===== src/rtl/hls_deadlock_pkg.sv =====
// Shared types and constants for the HLS deadlock monitor.
//   state_e   : global monitor state (idle / watching a pending block / blocked)
//   INFO_*    : per-channel status codes reported on axis_block_info
//   idx_width : width of an index able to address n channels (minimum 1)
package hls_deadlock_pkg;

  typedef enum logic [1:0] {
    StIdle,
    StWatch,
    StBlocked
  } state_e;

  localparam logic [1:0] INFO_CLEAR = 2'b00;
  localparam logic [1:0] INFO_PEND  = 2'b01;
  localparam logic [1:0] INFO_CONF  = 2'b11;

  function automatic int unsigned idx_width(int unsigned n);
    return (n <= 1) ? 1 : $clog2(n);
  endfunction

endpackage


===== src/rtl/hls_deadlock_chan_cnt.sv =====
// One monitored channel: persistence counter plus pending/confirmed flags.
//   clk_i, rst_ni       : clock, asynchronous active-low reset
//   raw_i               : raw block indication for this channel
//   thresh_i            : consecutive cycles needed to confirm (0 behaves as 1)
//   sticky_i            : hold confirmed until clear_i
//   clear_i             : drop counter and flags; raw_i ignored this cycle
//   pending_next_o      : pending flag value after the next edge
//   confirmed_next_o    : confirmed flag value after the next edge
//   pending_o           : registered pending flag
//   confirmed_o         : registered confirmed flag
module hls_deadlock_chan_cnt #(
  parameter int unsigned ThreshW = 16
) (
  input  logic               clk_i,
  input  logic               rst_ni,
  input  logic               raw_i,
  input  logic [ThreshW-1:0] thresh_i,
  input  logic               sticky_i,
  input  logic               clear_i,
  output logic               pending_next_o,
  output logic               confirmed_next_o,
  output logic               pending_o,
  output logic               confirmed_o
);

  logic [ThreshW-1:0] cnt_q, cnt_d;
  logic               pending_q, pending_d;
  logic               confirmed_q, confirmed_d;
  logic [ThreshW:0]   cnt_inc;
  logic [ThreshW:0]   thresh_eff;
  logic               confirm_next;

  always_comb begin
    // One extra bit so a saturated counter still compares as max+1.
    cnt_inc      = {1'b0, cnt_q} + (ThreshW + 1)'(1);
    thresh_eff   = (thresh_i == '0) ? (ThreshW + 1)'(1) : {1'b0, thresh_i};
    confirm_next = raw_i & (cnt_inc >= thresh_eff);

    cnt_d       = cnt_q;
    pending_d   = pending_q;
    confirmed_d = confirmed_q;
    if (clear_i) begin
      cnt_d       = '0;
      pending_d   = 1'b0;
      confirmed_d = 1'b0;
    end else begin
      if (raw_i) begin
        cnt_d = (&cnt_q) ? cnt_q : cnt_inc[ThreshW-1:0];
      end else begin
        cnt_d = '0;
      end
      pending_d   = raw_i;
      confirmed_d = confirm_next | (sticky_i & confirmed_q);
    end
  end

  always_ff @(posedge clk_i or negedge rst_ni) begin
    if (!rst_ni) begin
      cnt_q       <= '0;
      pending_q   <= 1'b0;
      confirmed_q <= 1'b0;
    end else begin
      cnt_q       <= cnt_d;
      pending_q   <= pending_d;
      confirmed_q <= confirmed_d;
    end
  end

  assign pending_next_o   = pending_d;
  assign confirmed_next_o = confirmed_d;
  assign pending_o        = pending_q;
  assign confirmed_o      = confirmed_q;

endmodule


===== src/rtl/hls_deadlock_axis_monitor.sv =====
// Deadlock monitor for HLS datapaths: watches AXIS block signals and sub-instance
// block/idle pairs, confirms a block after a programmable persistence, and reports
// per-channel status, the first offender and how long the block has lasted.
//   clock, reset_n   : clock, asynchronous active-low reset
//   axis_block_sigs  : per-channel AXIS block indications
//   inst_idle_sigs   : per-instance idle (masks the matching block)
//   inst_block_sigs  : per-instance block
//   cfg_threshold    : consecutive cycles to confirm (0 behaves as 1)
//   cfg_sticky       : hold confirmed state until clear
//   clear            : single-cycle pulse dropping all latched status
//   axis_block_info  : per channel {confirmed, pending} code
//   inst_block_info  : per-instance confirmed
//   block            : monitor is in the blocked state
//   first_valid      : first_idx holds a captured offender
//   first_idx        : lowest channel confirmed on entry to blocked (instances at N_AXIS+j)
//   stall_cycles     : cycles spent blocked, saturating
module hls_deadlock_axis_monitor
  import hls_deadlock_pkg::*;
#(
  parameter int unsigned N_AXIS   = 2,
  parameter int unsigned N_INST   = 1,
  parameter int unsigned THRESH_W = 16,
  parameter int unsigned STALL_W  = 32,
  localparam int unsigned N_INST_W = (N_INST == 0) ? 1 : N_INST,
  localparam int unsigned N_CH     = N_AXIS + N_INST,
  localparam int unsigned IDX_W    = idx_width(N_CH)
) (
  input  logic                  clock,
  input  logic                  reset_n,
  input  logic [N_AXIS-1:0]     axis_block_sigs,
  input  logic [N_INST_W-1:0]   inst_idle_sigs,
  input  logic [N_INST_W-1:0]   inst_block_sigs,
  input  logic [THRESH_W-1:0]   cfg_threshold,
  input  logic                  cfg_sticky,
  input  logic                  clear,
  output logic [2*N_AXIS-1:0]   axis_block_info,
  output logic [N_INST_W-1:0]   inst_block_info,
  output logic                  block,
  output logic                  first_valid,
  output logic [IDX_W-1:0]      first_idx,
  output logic [STALL_W-1:0]    stall_cycles
);

  logic [N_CH-1:0] raw;
  logic [N_CH-1:0] pend_next, conf_next, pend_q, conf_q;

  state_e             state_q, state_d;
  logic               first_valid_q, first_valid_d;
  logic [IDX_W-1:0]   first_idx_q, first_idx_d;
  logic [STALL_W-1:0] stall_q, stall_d;
  logic [IDX_W-1:0]   lowest_idx;

  always_comb begin
    raw = '0;
    for (int i = 0; i < N_AXIS; i++) begin
      raw[i] = axis_block_sigs[i];
    end
    for (int j = 0; j < N_INST; j++) begin
      raw[N_AXIS+j] = inst_block_sigs[j] & ~inst_idle_sigs[j];
    end
  end

  for (genvar c = 0; c < N_CH; c++) begin : g_chan
    hls_deadlock_chan_cnt #(
      .ThreshW(THRESH_W)
    ) u_chan (
      .clk_i           (clock),
      .rst_ni          (reset_n),
      .raw_i           (raw[c]),
      .thresh_i        (cfg_threshold),
      .sticky_i        (cfg_sticky),
      .clear_i         (clear),
      .pending_next_o  (pend_next[c]),
      .confirmed_next_o(conf_next[c]),
      .pending_o       (pend_q[c]),
      .confirmed_o     (conf_q[c])
    );
  end

  // Priority encoder: scan downwards so the lowest set index wins.
  always_comb begin
    lowest_idx = '0;
    for (int c = N_CH - 1; c >= 0; c--) begin
      if (conf_next[c]) lowest_idx = IDX_W'(c);
    end
  end

  always_comb begin
    state_d       = state_q;
    first_valid_d = first_valid_q;
    first_idx_d   = first_idx_q;
    stall_d       = stall_q;
    if (clear) begin
      state_d       = StIdle;
      first_valid_d = 1'b0;
      first_idx_d   = '0;
      stall_d       = '0;
    end else begin
      if (|conf_next) begin
        state_d = StBlocked;
      end else if (cfg_sticky && (state_q == StBlocked)) begin
        state_d = StBlocked;
      end else if (|pend_next) begin
        state_d = StWatch;
      end else begin
        state_d = StIdle;
      end

      if (state_d == StBlocked) begin
        if (state_q != StBlocked) begin
          first_valid_d = 1'b1;
          first_idx_d   = lowest_idx;
          stall_d       = STALL_W'(1);
        end else if (stall_q != '1) begin
          stall_d = stall_q + STALL_W'(1);
        end
      end
    end
  end

  always_ff @(posedge clock or negedge reset_n) begin
    if (!reset_n) begin
      state_q       <= StIdle;
      first_valid_q <= 1'b0;
      first_idx_q   <= '0;
      stall_q       <= '0;
    end else begin
      state_q       <= state_d;
      first_valid_q <= first_valid_d;
      first_idx_q   <= first_idx_d;
      stall_q       <= stall_d;
    end
  end

  // Status is masked outside blocked; only pending codes show through while watching.
  always_comb begin
    axis_block_info = '0;
    for (int i = 0; i < N_AXIS; i++) begin
      if (state_q == StBlocked) begin
        axis_block_info[2*i+:2] = conf_q[i] ? INFO_CONF : (pend_q[i] ? INFO_PEND : INFO_CLEAR);
      end else if ((state_q == StWatch) && pend_q[i]) begin
        axis_block_info[2*i+:2] = INFO_PEND;
      end
    end
    inst_block_info = '0;
    for (int j = 0; j < N_INST; j++) begin
      inst_block_info[j] = (state_q == StBlocked) & conf_q[N_AXIS+j];
    end
  end

  assign block        = (state_q == StBlocked);
  assign first_valid  = first_valid_q;
  assign first_idx    = first_idx_q;
  assign stall_cycles = stall_q;

endmodule


===== config.mk =====
export PLATFORM = sky130hd
export DESIGN_NAME = hls_deadlock_axis_monitor
export DESIGN_NICKNAME = d
export VERILOG_FILES = /design/src/rtl/hls_deadlock_pkg.sv /design/src/rtl/hls_deadlock_chan_cnt.sv /design/src/rtl/hls_deadlock_axis_monitor.sv
export SDC_FILE = /design/constraint.sdc
export NUM_CORES = 1
export LEC_CHECK = 0
export BUFFER_PORTS_ARGS = -buffer_cell sky130_fd_sc_hd__buf_2
export CORE_MARGIN = 8
export CORE_UTILIZATION = 35
export DETAILED_ROUTE_END_ITERATION = 12
export HOLD_SLACK_MARGIN = 0.02
export PLACE_DENSITY_LB_ADDON = 0.12
export SLEW_MARGIN = 0
export SYNTH_ARGS = -nofsm -noshare
export SYNTH_HDL_FRONTEND = slang
export SYNTH_SLANG_ARGS = --single-unit

===== constraint.sdc =====
create_clock -name clock -period 10.7 [get_ports clock]
set_input_delay 1.605 -clock clock [delete_from_list [all_inputs] [get_ports clock]]
set_output_delay 1.605 -clock clock [all_outputs]
set_load 0.05 [all_outputs]

Word level (Yosys, flattened, before mapping)
Index checks and enable logic that the tools add are counted.

Add/sub/neg operators: 4. Order comparisons: 3. Equal/unequal tests: 8. Muxes and demuxes: 42. Bitwise operators: 12. Reductions and logical operators: 14.

Operators by type and width (count): 16-bit 2-to-1 mux (10); 32-bit 2-to-1 mux (4); 16-bit by 1-bit adder with 17-bit output (second input constant) (3); 17-bit greater-or-equal comparator (3); 16-bit AND reduction (3); 32-bit by 1-bit adder with 32-bit output (second input constant) (1); 32-bit inequality test (second input constant) (1); 2-bit 2-to-1 mux (14); 16-bit logical NOT (1); 1-bit 2-to-1 mux (14); 3-bit inequality test (second input constant) (3); 1-bit AND (8); 3-bit OR reduction (2); 2-bit equality test (second input constant) (2); 2-bit AND reduction (2); 2-bit nonzero test (2); 1-bit logical AND (3); 1-bit bitwise OR (3); 3-bit nonzero test (1); 2-bit by 1-bit equality test with 1-bit output (second input constant) (1); 2-bit inequality test (second input constant) (1); 1-bit NOT (1).

Register bits after elaboration: 90. Output and inout port bits: 41. Word-level logic and storage cells: 95.

Logic depth before layout (Yosys ltp)
Depth in word-level cells: 12. Gate-level depth with buffers: 15. Depth with buffers taken out: 14.

Modules after synthesis
From an unflattened synthesis, not the netlist that was laid out.

Cell total of the unflattened synthesis: 722. Area, all modules: 6497.5 µm².

Modules (own cells, without submodules): hls_deadlock_chan_cnt (g_chan[1].u_chan ...) (instances 2, cells an instance 154, area each 1363.8 µm²); hls_deadlock_axis_monitor (instances 1, cells an instance 255, area each 2349.8 µm²); hls_deadlock_chan_cnt (g_chan[0].u_chan) (instances 1, cells an instance 159, area each 1420.1 µm²).

Least setup slack after synthesis
OpenSTA, ideal clock, no wires.

Path type: input to register. From: input cfg_threshold[9]. To: register stall_q[15], in the netlist stall_cycles[15]. Arrival: 3.662 ns. Data required time: 10.596 ns. Setup slack: 6.934 ns. Cell stages on the path: 11. Buffers on the path: 1. Cell sequence: nor4_1 -> a41o_1 -> ha_1 -> nor3b_1 -> o21ai_0 -> nand3_1 -> a21oi_1 -> nor4_4 -> clkbuf_1 -> a41oi_1 -> o41ai_2.

Longest elaborated chain between the ends: 12.

Ends and longest elaborated chain: start: declaration (RTL line hls_deadlock_axis_monitor.sv:33) `input logic [THRESH_W-1:0] cfg_threshold,`; 16-bit logical NOT (RTL line hls_deadlock_chan_cnt.sv:36) `thresh_eff = (thresh_i == '0) ? (ThreshW + 1)'(1) : {1'b0, thresh_i};`; 16-bit 2-to-1 mux (*) (RTL line hls_deadlock_chan_cnt.sv:36); 17-bit greater-or-equal comparator (RTL line hls_deadlock_chan_cnt.sv:37) `confirm_next = raw_i & (cnt_inc >= thresh_eff);`; 1-bit AND (RTL line hls_deadlock_chan_cnt.sv:37); 1-bit bitwise OR (RTL line hls_deadlock_chan_cnt.sv:53) `confirmed_d = confirm_next | (sticky_i & confirmed_q);`; 1-bit 2-to-1 mux (RTL line hls_deadlock_chan_cnt.sv:42) `if (clear_i) begin`; 3-bit OR reduction (*) (RTL line hls_deadlock_axis_monitor.sv:99) `if (|conf_next) begin`; 2-bit 2-to-1 mux (*) (RTL line hls_deadlock_axis_monitor.sv:99); 2-bit 2-to-1 mux (*) (RTL line hls_deadlock_axis_monitor.sv:93) `if (clear) begin`; 2-bit equality test (*) (RTL line hls_deadlock_axis_monitor.sv:109) `if (state_d == StBlocked) begin`; 2-bit nonzero test (no source line) (*); 2-bit AND reduction (no source line) (*); end signal: assignment (RTL line hls_deadlock_axis_monitor.sv:131) `stall_q <= stall_d;`; end: declaration (RTL line hls_deadlock_axis_monitor.sv:50) `logic [STALL_W-1:0] stall_q, stall_d;`.

Every way passes the cells marked *; elsewhere a longest branch is shown, timed or not. The select of a mux whose other input is x is not followed. A chain may end at the register's enable or synchronous reset.

Final worst setup path
From: input cfg_threshold[9]. To: register stall_q[2], in the netlist stall_cycles[2].

The elaborated chain is that of the path after synthesis.

==> impl_metrics.toml <==
[outcome]
status = "completed"

[sta]
timing.final.crit_share_pct = 41.7
timing.fmax_mhz = 224
finalMaxSlewViolations = 0
setup_violations = 0
rsz0062_at_grt = "no"
tns_ns = 0
slew_headroom_pct = 35.3
fin_ws_ns = 6.24
finalHoldViolCount = 0
period_needed_ns = 4.46
worstMarginPinSlew_ns = 0.966
clock-skew-final_ns = 0.0156

[power_and_ir_drop]
power_density_nw_per_um2 = 97.4
p_leak_nw = 3.63
power.total_uw = 696
ir_drop_mv = 0.0716

[drt]
wl_per_cell_um = 18.0
num_vias = 5580
wirelength_um = 17900
firstDrtPassIters = 5
routed_via_density = 5.59
antenna_left = 0
first_iter_violations = 304
drc = 0

[clock_network]
clk_pin_slew_ns = 0.06
cts_resized = 0
root_buffer = "clkbuf_16"
cts_buffers = 9
clk_path_buf_depth = 2
postCtsSetupRepairBufs = 0
htreeDepth = 3
cts.sinks = 90
clk_latency_ns = 0.35
hold_buffers = 0
cts_tree = "done"

[synthesis]
yosysUniqueCellTypes = 67
async_reset_ff_share_pct = 100
synth.avg_cell_area_um2 = 8.92
synth_most_common_cell = "nand2_1"
synth_top_family_by_area = "simple AND/OR/NAND/NOR gates"
synthMuxAreaShare_pct = 0.316
synthSimpleGateAreaFrac_pct = 24.6
yosys-top-cells-area = "dfrtp_1, ha_1, nand2_1, xnor2_1, o41ai_2"
yosys_warnings = 0
synth_edf_count = 0
synth-compound-area-share_pct = 18.4
synthesis.nets = 787
yosys.area.top_type = "dfrtp_1"
yosys.area_share.xor_xnor_pct = 6.08
synth_top_area_share_pct = 35.5
ys.flop_type = "dfrtp_1"
synthCells = 711
syn_area_um2 = 6340
yosysSeqAreaShare_pct = 35.5
synth_adder_area_share_pct = 10.3
synthTopCellsByCount = "nand2_1, dfrtp_1, ha_1"
synth_seq_cells = 90

[cells_and_area]
fillers = 1836
antenna_cells = 0
drive_gt1_share_pct = 15.7
fin_cells = 998
ff_latch_area_um2 = 2250
multi_input_area_um2 = 3780
syn2layout_area_growth_pct = 12.8
fin_nets = 841

[die]
core_area_um2 = 17900
die_x_um = 151
start_util_pct = 35.4
dieArea_um2 = 22700
num_rows = 49
ios = 65
die-height_um = 151

[place]
place_inst = 983
port_buffers = 64
hpwl_um = 12900
post-place-ws_ns = 5.87
gp_congestion = 0.800

[global_routing]
grt_pass1_vias = 5768
grt_pass1_wl_um = 29800
gr-total-overflow = 0
antenna_found_initial = 0
track_usage_pct = 16.3
grt_max_degree = 64

[run]
maxCapViolations = 0

[setup_path]
critPathKind = "input pin to flip-flop"
path_max_fanout = 30
cp-end-kind = "flip-flop"
start_kind = "input pin"
critPathArrivalTime_ns = 4.65
cp.required_ns = 10.90

[min_path]
hold_class = "flip-flop to flip-flop"
registers in the layout (all words and copies together) (netlist names):
signal and count:
g_chan.u_chan.cnt_q 48, g_chan.u_chan.confirmed_o 3, state_q 2, g_chan.u_chan.pending_o 2, first_valid 1, first_idx 2
stall_cycles 32
path summary, 6_finish.rpt:
kind	from	to	slack [ns]	cells after the start
max in group asynchronous	reset_n	g_chan[0].u_chan.cnt_q[5]$_DFFE_PN0P_	8.32	2
min	first_valid$_DFFE_PN0P_	first_valid$_DFFE_PN0P_	0.54	1
min in group asynchronous	reset_n	g_chan[1].u_chan.cnt_q[11]$_DFFE_PN0P_	1.17	1
max reg2reg	g_chan[1].u_chan.cnt_q[0]$_DFFE_PN0P_	stall_cycles[2]$_DFFE_PN0P_	6.36	14
max	cfg_threshold[9]	stall_cycles[2]$_DFFE_PN0P_	6.24	11
min reg2reg	first_valid$_DFFE_PN0P_	first_valid$_DFFE_PN0P_	0.54	1
report_power, final:
part	internal (mW)	switching, mW
logic	0.0139	0.0344
registers	0.342	0.00205
clock network	0.163	0.141
final cells by class:
| class | count | area share (%) |
|---|---|---|
| clock buffer | 11 | 3.39 |
| clock inverter | 4 | 0.402 |
| inverter | 47 | 2.47 |
| multi-input combinational | 545 | 52.9 |
| sequential | 90 | 31.5 |
| tap | 229 | 4.01 |
| timing repair buffer | 72 | 5.35 |
layer usage:
| metal | vias up | part of all wire [%] | track usage (%) |
|---|---|---|---|
| li1 | 2705 | - | - |
| met1 | 2748 | 48 | 21.2 |
| met2 | 110 | 46 | 26.4 |
| met3 | 17 | 4.9 | 3.79 |
| met4 | 0 | 1.2 | 4.75 |
| met5 | - | 0 | 0 |
kinds of logic after synthesis:
| family | count (synthesis) |
|---|---|
| AND/OR/NAND/NOR | 300 |
| AO/OA/AOI/OAI | 147 |
| flip-flops | 90 |
| buffers and inverters | 76 |
| adder cells (fa/ha/maj) | 52 |
| XOR/XNOR | 44 |
| multiplexers | 2 |
worst max-delay path, stage by stage:
cell and delay [ns]:
buf_2 0.10, nor4_1 0.27, a41o_1 0.28, ha_1 0.25, a21oi_1 0.13, a21oi_1 0.08
o311ai_1 0.22, nand2_1 0.15, nor3b_2 0.79, and2_4 0.60, o32ai_1 0.17
per-stage QoR:
stage	area, um^2	hold WS [ns]	utilization (%)
detailed placement	6880	0.541	38.4
floorplan	6340	0.517	-
finish	7150	0.539	39.9
global route	7150	0.564	39.9
global placement	6880	0.529	38.4
CTS	7150	0.557	39.9
layout by cell type (no fill, tap or decap), drive strengths merged, types with 4 or more instances in the layout:
cell and n:
a211oi 4, a21o 5, a21oi 38, a31oi 8, a41oi 21, and2 10
and3 22, buf 72, clkbuf 11, dfrtp 90, ha 52, inv 47
nand2 101, nand2b 5, nand3 47, nand4 30, nor2 38, nor2b 9
nor3 11, nor4 9, o211ai 4, o21ai 19, o311ai 4, o41ai 15
or2 4, xnor2 28, xor2 16
No activity file was read; power rests on OpenSTA's default activity.
